File: src/rtl/fetch_unit.sv
// Instruction fetch unit: PC, one-line fetch buffer, ITLB lookup and an in-order fetch queue.
// Line misses block in MISS until the memory fill returns; an ITLB miss enqueues a trap marker and halts.
`ifndef EXCEPTION_TYPE_ITLBMISS
`define EXCEPTION_TYPE_ITLBMISS 3'd1
`endif

module fetch_unit #(
  parameter int          CACHE_LINE_SIZE = 128,
  parameter logic [31:0] INIT_ADDR       = 32'h1000,
  parameter int          FQ_DEPTH        = 4
) (
  input  logic                       clk,
  input  logic                       reset,
  input  logic                       in_overwrite_PC,
  input  logic [31:0]                in_overwrite_PC_addr,
  input  logic                       in_branch_taken,
  input  logic [31:0]                in_new_pc,
  input  logic                       in_invalidate,
  input  logic                       in_ready,
  input  logic                       in_itlb_hit,
  input  logic [31:0]                in_itlb_paddr,
  input  logic [CACHE_LINE_SIZE-1:0] in_mem_read_data,
  input  logic                       in_mem_ready,
  output logic [31:0]                out_itlb_vaddr,
  output logic                       out_valid,
  output logic [31:0]                out_PC,
  output logic [31:0]                out_instruction,
  output logic [2:0]                 out_exception_vector,
  output logic                       out_stall,
  output logic                       out_mem_read_en,
  output logic [31:0]                out_mem_addr
);
  localparam int          OFF       = $clog2(CACHE_LINE_SIZE / 8);
  localparam int          NW        = CACHE_LINE_SIZE / 32;
  localparam int          PW        = $clog2(FQ_DEPTH);
  localparam int          CW        = PW + 1;
  localparam logic [CW-1:0] FULL_CNT = CW'(FQ_DEPTH);
  localparam logic [31:0] LINE_MASK = 32'(CACHE_LINE_SIZE / 8 - 1);

  typedef enum logic [1:0] {RUN, MISS, HALT} state_t;
  typedef struct packed {
    logic [31:0] pc;
    logic [31:0] instr;
    logic [2:0]  exc;
  } fq_entry_t;

  state_t               state, state_nxt;
  logic [31:0]          pc, pc_nxt;
  logic                 line_vld;
  logic [31-OFF:0]      line_tag;
  logic [NW-1:0][31:0]  line_data;
  fq_entry_t            fq [FQ_DEPTH];
  fq_entry_t            enq_entry, head;
  logic [PW-1:0]        wr_ptr, rd_ptr;
  logic [CW-1:0]        count;
  logic                 mem_rd_q;
  logic [31:0]          mem_addr_q;
  logic                 redirect, deq, space, line_hit, enq, start_miss, fill;
  logic [31:0]          redir_tgt;

  assign redirect  = in_overwrite_PC | in_branch_taken;
  assign redir_tgt = (in_overwrite_PC ? in_overwrite_PC_addr : in_new_pc) & 32'hFFFF_FFFC;
  assign deq       = out_valid & in_ready;
  assign space     = (count != FULL_CNT) | deq;
  assign line_hit  = line_vld && (line_tag == in_itlb_paddr[31:OFF]);
  // A stray in_mem_ready outside MISS must not touch the line buffer.
  assign fill      = (state == MISS) && in_mem_ready;

  always_comb begin
    state_nxt  = state;
    pc_nxt     = pc;
    enq        = 1'b0;
    enq_entry  = '0;
    start_miss = 1'b0;
    unique case (state)
      RUN: if (space) begin
        if (!in_itlb_hit) begin
          enq       = 1'b1;
          enq_entry = '{pc: pc, instr: 32'h0, exc: `EXCEPTION_TYPE_ITLBMISS};
          state_nxt = HALT;
        end else if (line_hit) begin
          enq       = 1'b1;
          enq_entry = '{pc: pc, instr: line_data[in_itlb_paddr[OFF-1:2]], exc: 3'd0};
          pc_nxt    = pc + 32'd4;
        end else begin
          start_miss = 1'b1;
          state_nxt  = MISS;
        end
      end
      MISS: if (in_mem_ready) state_nxt = RUN;
      default: ;
    endcase
    // Redirects win over everything, but an outstanding fill is still completed.
    if (redirect) begin
      pc_nxt     = redir_tgt;
      enq        = 1'b0;
      start_miss = 1'b0;
      state_nxt  = (state == MISS && !in_mem_ready) ? MISS : RUN;
    end
  end

  always_ff @(posedge clk or posedge reset) begin
    if (reset) begin
      state      <= RUN;
      pc         <= INIT_ADDR;
      line_vld   <= 1'b0;
      line_tag   <= '0;
      line_data  <= '0;
      wr_ptr     <= '0;
      rd_ptr     <= '0;
      count      <= '0;
      mem_rd_q   <= 1'b0;
      mem_addr_q <= '0;
    end else begin
      state <= state_nxt;
      pc    <= pc_nxt;
      if (fill) begin
        line_vld  <= 1'b1;
        line_tag  <= mem_addr_q[31:OFF];
        line_data <= in_mem_read_data;
        mem_rd_q  <= 1'b0;
      end else if (in_invalidate) begin
        line_vld <= 1'b0;
      end
      if (start_miss) begin
        mem_rd_q   <= 1'b1;
        mem_addr_q <= in_itlb_paddr & ~LINE_MASK;
      end
      if (redirect) begin
        wr_ptr <= '0;
        rd_ptr <= '0;
        count  <= '0;
      end else begin
        if (enq) wr_ptr <= wr_ptr + 1'b1;
        if (deq) rd_ptr <= rd_ptr + 1'b1;
        count <= count + CW'(enq) - CW'(deq);
      end
    end
  end

  always_ff @(posedge clk) begin
    if (enq) fq[wr_ptr] <= enq_entry;
  end

  assign head                 = fq[rd_ptr];
  assign out_valid            = (count != '0);
  assign out_PC               = out_valid ? head.pc    : 32'h0;
  assign out_instruction      = out_valid ? head.instr : 32'h0;
  assign out_exception_vector = out_valid ? head.exc   : 3'd0;
  assign out_itlb_vaddr       = pc;
  assign out_stall            = !out_valid || (state == MISS);
  assign out_mem_read_en      = mem_rd_q;
  assign out_mem_addr         = mem_addr_q;
endmodule

File: config.mk
export PLATFORM = sky130hd
export DESIGN_NAME = fetch_unit
export DESIGN_NICKNAME = d
export VERILOG_FILES = /design/src/rtl/fetch_unit.sv
export SDC_FILE = /design/constraint.sdc
export NUM_CORES = 1
export LEC_CHECK = 0
export CORE_AREA = 2 2 201 203
export DETAILED_ROUTE_END_ITERATION = 12
export DIE_AREA = 0 0 203 205
export HOLD_SLACK_MARGIN = 0.12
export PLACE_DENSITY = 0.8
export SETUP_SLACK_MARGIN = 0.02
export SLEW_MARGIN = 0
export SYNTH_ARGS = -nofsm -noshare
export SYNTH_HDL_FRONTEND = slang
export SYNTH_SLANG_ARGS = --single-unit
File: constraint.sdc
create_clock -name clk -period 8.6 [get_ports clk]
set_clock_uncertainty 0.05 [all_clocks]
set_input_delay 1.72 -clock clk [delete_from_list [all_inputs] [get_ports clk]]
set_output_delay 1.72 -clock clk [all_outputs]
set_load 0.02 [all_outputs]
==> impl_metrics.json, run 1 <==
{
  "drc": 0,
  "synth_top_area_frac": 0.371,
  "post-route-min-period_ns": 5.35,
  "post_cts_buffers": 0,
  "most-common-layout-cells": "clkdlybuf4s50_1 (349), edfxtp_1 (256), dfrtp_1 (222)",
  "synth_seq_area_share": 0.643,
  "synth_seq_cells": 481,
  "synth_edf_count": 256,
  "synth-compound-area-share": 0.0275,
  "fin_tns_setup_ns": 0,
  "synth_area_leaders": "edfxtp_1 (37%), dfrtp_1 (27%), mux4_2 (10%)",
  "synth_fa_ha_area_frac": 0.00520,
  "hold_path.class": "flop to flop",
  "fillers": 2701,
  "grt_first_pass_wirelength_um": 75400,
  "dieArea_um2": 41600,
  "wl_per_cell_um": 22.5,
  "rsz0062_at_grt": "false",
  "slew_violations": 0,
  "stdcell_area_um2": 26300,
  "track_usage": 0.238,
  "async_flop_share": 0.468,
  "dr.pass1.iters": 7,
  "status": "finished, final reports clean",
  "yosysTopAreaCell": "edfxtp_1",
  "vdd_drop_max_v": 0.000169,
  "placed_area_um2": 24700,
  "muxShareOfSynthArea": 0.206,
  "p_per_area_nw_per_um2": 235,
  "avgSynthCellArea_um2": 16.2,
  "dieHeight_um": 205,
  "hpwl_um": 32000,
  "slowest_stage": "dfrtp_4",
  "tightest_slew_ns": 1.16,
  "ys_warn_count": 0,
  "wl_um": 49200,
  "regToRegSetupSlack_ns": 4.64,
  "grt.overflow.total": 0,
  "antenna_found_initial": 7,
  "synth_top_family_by_area": "multiplexers",
  "cts-root-buf": "clkbuf_16",
  "ios": 366,
  "period_share": 0.622,
  "setup_violations": 0,
  "cts.clk_slew.worst_paths_ns": 0.06,
  "cts_max_path_buffers": 3,
  "syn_to_final_growth_pct": 27.0,
  "crit_path_start_kind": "flop",
  "dr.first_iter.drc_count": 772,
  "grt_max_degree": 159,
  "cp-end-kind": "output port",
  "design.core.area_um2": 39400,
  "cap_viol_max_count": 0,
  "gp_congestion": 0.793,
  "cp.arrival_ns": 3.58,
  "post-route-util": 0.668,
  "critPathRequiredTime_ns": 6.83,
  "num_vias": 12500,
  "drive_above_1_share": 0.231,
  "cts_buffers": 48,
  "cts_hold_buf": 0,
  "worstSetupPathType": "flop to output port",
  "worst_skew_pair.late_latency_ns": 0.58,
  "ys_types": 42,
  "port_buffers": 351,
  "cp_max_fo": 36,
  "cts_tree": "built",
  "clock.fmax_mhz": 187,
  "hold_viol": 0,
  "ant_nets": 0,
  "avgViaCountPerCell": 5.73,
  "cts.sinks": 481,
  "row_count": 73,
  "final_common_cell": "clkdlybuf4s50_1",
  "crit_chain": "buf_4 > mux4_2 > and2_1 > clkdlybuf4s50_1",
  "die_w_um": 203,
  "synthXorXnorAreaFrac": 0.0169,
  "cpPeakStageDelay_ns": 0.86,
  "critPathBufInv": 2,
  "syn-instance-count": 1278,
  "cts-resized-gates": 0,
  "synth_simple_gate_area_share": 0.0804,
  "grt_pass1_vias": 13200,
  "start_util": 0.526,
  "htree_levels": 2,
  "fin_nets": 1853,
  "synth_area_um2": 20700,
  "p_leak_nw": 9.46,
  "cpLargestDelayFamily": "buffers and inverters",
  "synth_top_flop_cell": "edfxtp_1",
  "worst_slew_margin_rel": 0.229
}
-- kinds of logic (layout without fill, tap and decap cells) --
| family | count (synthesis) | in the layout |
|---|---|---|
| DFF | 481 | 481 |
| other | 1 | 15 |
| muxes | 283 | 283 |
| AOI/OAI and AO/OA | 87 | 87 |
| and+or+nand+nor | 279 | 279 |
| adders and majority gates | 8 | 8 |
| xor gates and xnor gates | 40 | 40 |
| buffers and inverters | 99 | 463 |
-- layer usage --
layer  share of wire  track usage  wire length (um)
met2            0.49        0.390             24200
met3           0.073       0.0500              3610
met5         0.00026            0                13
met1            0.40        0.316             19800
met4           0.033       0.0907              1630
-- worst paths after layout --
| kind | cells after the start | endpoint | start |
|---|---|---|---|
| worst max-delay path | 4 | out_instruction[1] | rd_ptr[0]$_DFFE_PP0P_ |
| min in group asynchronous | 2 | out_mem_addr[9]$_DFFE_PP0P_ | reset |
| worst min-delay path | 1 | out_mem_read_en$_DFFE_PP0P_ | out_mem_read_en$_DFFE_PP0P_ |
| worst min register to register | 1 | out_mem_read_en$_DFFE_PP0P_ | out_mem_read_en$_DFFE_PP0P_ |
| worst max register to register | 14 | count[2]$_DFF_PP0_ | line_tag[20]$_DFFE_PP0P_ |
| max in group asynchronous | 3 | line_data[38]$_DFFE_PP0P_ | reset |
-- per-stage QoR --
| step | power (mW) | hold WS [ns] | setup slack, ns | cells |
|---|---|---|---|---|
| floorplan | 3.65 | 0.424 | 0.669 | 1289 |
| finish | 6.17 | 0.431 | 3.25 | 2181 |
| global route | 6.41 | 0.451 | 3.03 | 2180 |
| detailed placement | 4.11 | 0.423 | 2.92 | 2088 |
| CTS | 6.22 | 0.436 | 3.16 | 2178 |
| global placement | 4.05 | 0.412 | 3.03 | 2088 |
-- state kept, by name (all words and copies together), names as in the netlist --
signal and flops:
out_mem_addr 28, fq 256, rd_ptr 2, wr_ptr 2, line_data 128, count 3
line_tag 28, out_mem_read_en 1, line_vld 1, state 2, out_itlb_vaddr 30
-- power breakdown --
part	leakage, nW	internal [mW]	switching [mW]
Sequential	5.01	2.78	0.219
Combinational	3.66	0.635	0.433
Clock	0.790	1.24	0.857
Total	9.46	4.66	1.51
-- Yosys cell counts, types with 5 or more instances --
| library cell | instances |
|---|---|
| a21oi_1 | 7 |
| nand2_1 | 21 |
| mux2_2 | 184 |
| xor2_1 | 18 |
| and2_1 | 97 |
| buf_4 | 9 |
| nor2_1 | 13 |
| ha_1 | 7 |
| o21ai_0 | 17 |
| or3_1 | 16 |
| a31oi_1 | 20 |
| mux4_2 | 96 |
| nand3_1 | 14 |
| nor2b_1 | 59 |
| xnor2_1 | 22 |
| clkbuf_1 | 63 |
| a211oi_1 | 26 |
| nor3_1 | 5 |
| dfrtp_1 | 224 |
| inv_1 | 10 |
| nand4_1 | 15 |
| buf_1 | 14 |
| nor4_1 | 13 |
| or4_1 | 12 |
| o31ai_1 | 10 |
| edfxtp_1 | 256 |
| and3_1 | 6 |
-- area by class of cell --
cell class,count,area [um^2],share of cell area
inverters,10,45.0,0.00171
multi-input cells,709,7040,0.268
repair buffers,363,3610,0.137
well taps,525,657,0.0250
flip-flops and latches,481,13300,0.507
diodes,3,7.51,0.000286
clock inverters,16,161,0.00614
clock buffers,74,1440,0.0548
Power figures use the tool's default switching activity.
==> run 2, diff against run 1 <==
--- a/config.mk
+++ b/config.mk
@@ -5,11 +5,11 @@
 export SDC_FILE = /design/constraint.sdc
 export NUM_CORES = 1
 export LEC_CHECK = 0
-export CORE_AREA = 2 2 201 203
+export CORE_AREA = 2 2 211 213
 export DETAILED_ROUTE_END_ITERATION = 12
-export DIE_AREA = 0 0 203 205
+export DIE_AREA = 0 0 213 215
 export HOLD_SLACK_MARGIN = 0.12
-export PLACE_DENSITY = 0.8
+export PLACE_DENSITY = 0.76
 export SETUP_SLACK_MARGIN = 0.02
 export SLEW_MARGIN = 0
 export SYNTH_ARGS = -nofsm -noshare
==> constraint.sdc (replaced) <==
create_clock -name clk -period 4.5 [get_ports clk]
set_clock_uncertainty 0.05 [all_clocks]
set_input_delay 0.9 -clock clk [delete_from_list [all_inputs] [get_ports clk]]
set_output_delay 0.9 -clock clk [all_outputs]
set_load 0.02 [all_outputs]
==> run 2 against run 1 <==
Net effect: worst hold slack improved by 0.0067 ns; power rose by 91%; critical path depth did not move; via count fell by 1.1%; clock power rose by 91%; setup slack got worse by 2.7 ns; final area rose by 1.4%; critical path type unchanged; critical endpoint is now out_PC[17].
==> impl_metrics.json, run 2 (same netlist as run 1, synthesis figures left out) <==
{
  "status": "finished, final reports clean",
  "hold_path.class": "flop to flop",
  "avgViaCountPerCell": 5.44,
  "setup_violations": 0,
  "cpPeakStageDelay_ns": 0.78,
  "n_antenna_cell": 0,
  "p_per_area_nw_per_um2": 442,
  "vdd_drop_max_v": 0.000366,
  "wl_per_cell_um": 21.2,
  "cts_max_path_buffers": 3,
  "port_buffers": 351,
  "place_ws_ns": 0.425,
  "worstSetupPathType": "flop to output port",
  "tightest_slew_ns": 0.912,
  "grt_pass1_vias": 12800,
  "cts_buffers": 51,
  "cts_tree": "built",
  "dieArea_um2": 45800,
  "rsz0062_at_grt": "false",
  "cts.clk_slew.worst_paths_ns": 0.06,
  "cp.arrival_ns": 3.03,
  "largest_reg_flops": 256,
  "start_util": 0.474,
  "syn_to_final_growth_pct": 28.7,
  "worst_slew_margin_rel": 0.392,
  "cts.sinks": 481,
  "hold_viol": 0,
  "worst_slack_ns": 0.524,
  "drive_above_1_share": 0.245,
  "drc": 0,
  "top_usage_layer": "met2",
  "htree_levels": 2,
  "antenna_found_initial": 2,
  "grt_first_pass_wirelength_um": 74700,
  "cts-resized-gates": 0,
  "post_cts_buffers": 0,
  "met2_usage": 0.345,
  "die_w_um": 213,
  "dieHeight_um": 215,
  "final_common_cell": "clkdlybuf4s50_1",
  "ios": 366,
  "design.core.area_um2": 43600,
  "gp_congestion": 0.811,
  "cts-root-buf": "clkbuf_16",
  "grt.overflow.total": 0,
  "cp-end-kind": "output port",
  "post-route-min-period_ns": 3.98,
  "dr.pass1.iters": 5,
  "worst_skew_pair.late_latency_ns": 0.59,
  "fin_tns_setup_ns": 0,
  "clock.fmax_mhz": 251,
  "track_usage": 0.215,
  "crit_path_start_kind": "flop",
  "critPathRequiredTime_ns": 3.55,
  "use_met1": 0.288,
  "p_leak_nw": 9.61,
  "slew_violations": 0,
  "cp_max_fo": 31,
  "crit_chain": "buf_12 > mux4_2 > and2_1 > clkdlybuf4s50_1",
  "wl_um": 48200,
  "row_count": 77,
  "cap_viol_max_count": 0,
  "ant_nets": 0,
  "fillers": 3236,
  "hpwl_um": 32700,
  "most-common-layout-cells": "clkdlybuf4s50_1 (349), edfxtp_1 (256), dfrtp_1 (222)",
  "period_share": 0.884,
  "fin_nets": 1878,
  "grt_max_degree": 165,
  "slowest_stage": "dfrtp_4",
  "num_vias": 12400,
  "dr.first_iter.drc_count": 736,
  "met3_usage": 0.0500,
  "cts_hold_buf": 0,
  "max_flop_register": "fq"
}
## run 2: area by class of cell
cell class,count,area (um^2),share of cell area
Multi-Input combinational cell,709,7040,0.264
Timing Repair Buffer,385,3870,0.145
Inverter,10,41.3,0.00155
Clock inverter,31,219,0.00822
Sequential cell,481,13300,0.500
Tap cell,592,741,0.0278
Clock buffer,64,1410,0.0528
## run 2: report_power, final
group	internal, mW	switching [mW]	leakage, nW	total, mW
logic	1.22	0.811	3.79	2.03
registers	5.31	0.411	5.01	5.73
clock network	2.33	1.69	0.809	4.02
## run 2: path summary, 6_finish.rpt
| check | from | endpoint | slack [ns] | cells after the start |
|---|---|---|---|---|
| min | out_mem_read_en$_DFFE_PP0P_ | out_mem_read_en$_DFFE_PP0P_ | 0.44 | 1 |
| min in group asynchronous | reset | line_data[0]$_DFFE_PP0P_ | 0.88 | 3 |
| max | rd_ptr[0]$_DFFE_PP0P_ | out_PC[17] | 0.52 | 4 |
| max in group asynchronous | reset | rd_ptr[0]$_DFFE_PP0P_ | 2.83 | 3 |
| min reg2reg | out_mem_read_en$_DFFE_PP0P_ | out_mem_read_en$_DFFE_PP0P_ | 0.44 | 1 |
| max reg2reg | count[1]$_DFF_PP0_ | count[2]$_DFF_PP0_ | 1.40 | 10 |
## run 2: worst max-delay path: cells and delay by family (launching register included)
| kind | cells | cell delay (ns) |
|---|---|---|
| buffers and inverters | 2 | 0.93 |
| DFF | 1 | 0.78 |
| muxes | 1 | 0.54 |
| and+or+nand+nor | 1 | 0.18 |
## run 2: metal layers
metal,vias up,wire length [um]
li1,5565,-
met1,6287,19800
met2,421,23500
met3,83,3390
met4,2,1500
met5,-,13
## run 2: stage by stage
stage	power, mW	area [um^2]	instances	hold WS (ns)	utilization
2_1_floorplan	6.98	20700	1289	0.424	-
4_1_cts	11.9	26600	2272	0.444	0.611
6_report	11.8	26600	2272	0.437	0.611
3_5_place_dp	7.86	25000	2177	0.431	0.573
3_3_place_gp	7.77	25000	2177	0.412	0.573
5_1_grt	12.3	26600	2272	0.455	0.611
==> RTL edit 1: new RTL, settings of run 1 <==
Set the parameter `CACHE_LINE_SIZE` to 64 (it was 128).
--- a/src/rtl/fetch_unit.sv
+++ b/src/rtl/fetch_unit.sv
@@ -5,7 +5,7 @@
 `endif
 
 module fetch_unit #(
-  parameter int          CACHE_LINE_SIZE = 128,
+  parameter int          CACHE_LINE_SIZE = 64,
   parameter logic [31:0] INIT_ADDR       = 32'h1000,
   parameter int          FQ_DEPTH        = 4
 ) (
Interface: changed (resized in_mem_read_data); port bits go from 366 to 302. No check against the original RTL was run, so the function may have changed too.
==> RTL edit 1 against run 1 <==
  * Clock power is 8% lower
  * Largest power group unchanged
  * Cell area is 13% lower
  * Count of clock-buffer cells in the layout is 14 lower
  * Routed wire length is 12% lower
  * Largest cell class unchanged
  * Via count is 11% lower
  * Worst setup slack better by 0.030 ns
  * Sequential cell count is 62 lower
  * Synthesized area is 13% lower
  * Total power is 14% lower
  * Final cell count is 8.3% lower
==> RTL edit 1: results <==
[outcome]
status = finished, final reports clean

[pwr]
p_sw_w = 0.00133
leakagePower_nw = 8.19
ir_drop_v = 0.000179

[clock_tree]
clk_latency_ns = 0.57
post-cts-setup-buffers = 0
cts_resized = 0
path_clk_slew_ns = 0.06
htreeDepth = 2
clock_path_buffers = 3
cts_buffers = 44
cts-root-buf = clkbuf_16

[setup_path]
r2r_slack_ns = 4.69
critPathTopFamily = buffers and inverters
regToRegEndpoint = count[2]
cp_max_fo = 36
worst_r2r_startpoint = line_tag[14]
cpPeakStageDelay_ns = 0.87
worstPathRequired_ns = 6.83
r2r_cells = 15

[placement]
dp_cells = 1917
portBuffers = 288
place.gp.congestion = 0.788
place_ws_ns = 2.94
dp.final_hpwl_um = 27000
post_dp_cell_area_um2 = 21500

[route]
via_count = 11100
drc = 0
first_pass_iters = 5
wl_um = 43100
first_iter_violations = 815
wire_per_inst_um = 21.5

[timing]
worst_pin_slew_ns = 1.19
drv_slew = 0
hold_ws_ns = 0.425

[cells_and_area]
layout-drive-gt1-share_pct = 19.9
largest_register_ffs = 256
fin_nets = 1614

[synthesis]
ys_seq_area_share_pct = 65.1
yosysUniqueCellTypes = 57
yosys_warnings = 0
synth_cells = 1159
postSynth.asyncResetShare_pct = 38.9
synthTopCellsByArea = edfxtp_1 43%, dfrtp_1 22%, mux4_2 8.0%
synth_commonest_cells = 256 x edfxtp_1, 162 x dfrtp_1, 122 x mux2_2
ys.flop_type = edfxtp_1

[worst_hold_path]
min_path_type = flop to flop
min_to = out_mem_read_en
min_from = out_mem_read_en

[global_routing]
grt_max_degree = 73
antenna_found_initial = 2
grt_pass1_wl_um = 66100
grt_pass1_vias = 11700
track_usage_pct = 20.9
==> RTL edit 1: cell count changes after synthesis, moves of 21 or more <==
| cell | run 1 | this run |
|---|---|---|
| nor2_1 | 13 | 53 |
| mux2i_1 | 3 | 42 |
| dfrtp_1 | 224 | 162 |
| and3_1 | 6 | 27 |
| nor2b_1 | 59 | 15 |
| mux2_2 | 184 | 122 |
| and2_1 | 97 | 74 |
| mux4_2 | 96 | 64 |
==> RTL edit 1: kinds of logic after synthesis <==
| logic type | count (synthesis) | synth area share, % |
|---|---|---|
| flip-flops | 419 | 65.1 |
| AND/OR/NAND/NOR | 287 | 9.20 |
| multiplexers | 228 | 17.9 |
| buffers and inverters | 95 | 2.19 |
| AO/OA/AOI/OAI | 91 | 3.49 |
| XOR/XNOR | 30 | 1.45 |
| adder cells (fa/ha/maj) | 8 | 0.596 |
| other | 1 | 0.0208 |
==> RTL edit 1: power by group through the flow <==
stage | Combinational [W] | Sequential, W | Clock (W)
2_1_floorplan | 0.000455 | 0.00261 | 0
6_report | 0.000841 | 0.00255 | 0.00194
3_3_place_gp | 0.000821 | 0.00257 | 0
5_1_grt | 0.000905 | 0.00258 | 0.00206
3_5_place_dp | 0.000844 | 0.00259 | 0
4_1_cts | 0.000851 | 0.00255 | 0.00198
==> RTL edit 1: layout make-up <==
cell class	instances	area, um2
flip-flops and latches	419	11800
multi-input cells	655	5980
repair buffers	301	2970
inverters	17	68.8
diodes	2	5.00
clock inverters	22	210
well taps	525	657
fillers	3003	16400
clock buffers	60	1300
==> RTL edit 1: layer usage <==
metal | share of wire (%) | vias to the layer above | GRT usage [%] | wire length [um]
met2 | 51 | 430 | 35.5 | 21800
li1 | - | 4968 | - | -
met1 | 39 | 5590 | 25.5 | 16600
met5 | 0 | - | 0 | 0
met4 | 3.7 | 0 | 9.88 | 1600
met3 | 7.2 | 98 | 4.69 | 3090
==> RTL edit 1: worst register-to-register path: stages, from the launching register on <==
cell and delay (ns):
dfrtp_1 0.40, xor2_1 0.17, nor4_1 0.45, nand4_1 0.15, buf_4 0.26, o31a_1 0.42, nor3_1 0.45, inv_1 0.10
ha_1 0.30, inv_1 0.06, ha_1 0.14, inv_1 0.05, fa_1 0.38, xor2_1 0.18, xnor2_1 0.15, nor2_1 0.07
==> RTL edit 1: how the worst max path moves through the flow <==
| stage | to | start | slack [ns] |
|---|---|---|---|
| finish | out_exception_vector[0] | rd_ptr[0] | 3.28 |
| global route | out_exception_vector[0] | rd_ptr[0] | 2.98 |
| CTS | out_PC[30] | rd_ptr[0] | 3.13 |
| detailed placement | count[2] | in_itlb_paddr[17] | 2.94 |
| global placement | count[2] | in_itlb_paddr[19] | 3.07 |
| floorplan | count[0] | reset | 2.43 |
==> RTL edit 2: new RTL, settings of run 1 <==
Made on the original files. The 3 states of `state_t` get a one-hot encoding in 3 bits.
--- a/src/rtl/fetch_unit.sv
+++ b/src/rtl/fetch_unit.sv
@@ -37,7 +37,7 @@
   localparam logic [CW-1:0] FULL_CNT = CW'(FQ_DEPTH);
   localparam logic [31:0] LINE_MASK = 32'(CACHE_LINE_SIZE / 8 - 1);
 
-  typedef enum logic [1:0] {RUN, MISS, HALT} state_t;
+  typedef enum logic [2:0] {RUN = 3'b001, MISS = 3'b010, HALT = 3'b100} state_t;
   typedef struct packed {
     logic [31:0] pc;
     logic [31:0] instr;
Formal check against the unedited RTL: no difference found for any inputs over 4 cycles, from zero or initial values and one cycle with reset high; so few cycles prove little.
==> RTL edit 2 against run 1 <==
  * Global-route usage grew 0.65 points
  * Cell area grew 1.0%
  * Total power grew 6.6%
  * Routed wire length grew 2.0%
  * Critical path depth is the same
  * Hold slack lost 0.011 ns
  * Largest cell class unchanged
  * Die area is the same
  * Sequential cell count grew 1
  * Combinational power grew 9%
  * Synthesized area grew 0.88%
  * Worst setup slack gained 0.044 ns
  * Utilization grew 0.69 points
  * Critical endpoint is now out_PC[14]
==> RTL edit 2: results <==
[worst_hold_path]
min_to = line_data[126]
min_delay_path_depth = 2
min_from = line_data[126]

[clock_tree]
cts_buffers = 49

[cells_and_area]
fin_nets = 2182
regArea_um2 = 13400
nFillCells = 2774

[pwr]
comb_cell_power_w = 0.00117
clock_power_share_pct = 34.8
leakagePower_nw = 10.3
p_sw_w = 0.00171
cellPowerDensity_nw_per_um2 = 248

[synthesis]
yosysUniqueCellTypes = 52
synth_xor_area_share_pct = 1.80
synth_fa_ha_area_share_pct = 0.515
synth_commonest_cells = 496 x nand2_1, 256 x edfxtp_1, 224 x dfrtp_1
ys_seq_area_share_pct = 63.9
synth_compound_area_share_pct = 2.09
syn_area_per_cell_um2 = 12.9

[route]
vias_per_cell = 5.48
first_pass_iters = 5
wl_um = 50100
first_iter_violations = 1013

[global_routing]
grt_pass1_wl_um = 78400
antenna_found_initial = 2
grt_max_degree = 115

[timing]
hold_ws_ns = 0.419
slew_headroom_pct = 29.9

[setup_path]
worst_r2r_startpoint = line_tag[15]
r2r_slack_ns = 4.85
r2r_cells = 15
cpPeakStageDelay_ns = 0.77
cp_max_fo = 41

[placement]
post_dp_cell_area_um2 = 24800
dp_cells = 2416
dp.final_hpwl_um = 31700

[outcome]
status = finished, final reports clean
[RTL edit 2: kinds of logic (layout without fill, tap and decap cells)]
| group | count (synthesis) | in the layout |
|---|---|---|
| buffers and inverters | 115 | 465 |
| XOR/XNOR | 43 | 43 |
| AO/OA/AOI/OAI | 69 | 69 |
| AND/OR/NAND/NOR | 773 | 773 |
| adder cells (fa/ha/maj) | 8 | 8 |
| flip-flops | 482 | 482 |
| multiplexers | 131 | 131 |
| other | 1 | 15 |
[RTL edit 2: cell type report]
| class | count | share of cell area, % |
|---|---|---|
| multi-input combinational | 1036 | 26.9 |
| clock inverter | 31 | 1.48 |
| sequential | 482 | 50.3 |
| inverter | 10 | 0.170 |
| antenna | 3 | 0.0283 |
| clock buffer | 61 | 5.14 |
| tap | 525 | 2.47 |
| timing repair buffer | 363 | 13.5 |
[RTL edit 2: worst max-delay path: cells and delay by family, from the launching register on]
kind          cells  cell delay [ns]
mux               1             0.64
simple gates      1             0.18
flops             1             0.77
buf+inv           2             1.31
[RTL edit 2: how the worst max path moves through the flow]
stage                                     end  slack, ns  cells after the start
after floorplan                      count[0]       0.64                      1
after global placement               count[2]       3.12                     16
after detailed placement             count[2]       3.06                     16
after CTS                          out_PC[14]       3.14                      4
after global routing      out_instruction[24]       3.05                      4
final                              out_PC[14]       3.29                      4
[RTL edit 2: per-layer routing]
| layer | track usage (%) | share of wire [%] | vias to the layer above |
|---|---|---|---|
| li1 | - | - | 6315 |
| met1 | 32.8 | 41 | 6861 |
| met2 | 40.6 | 50 | 483 |
| met3 | 3.85 | 6.0 | 94 |
| met4 | 9.54 | 3.3 | 0 |
| met5 | 0 | 0 | - |
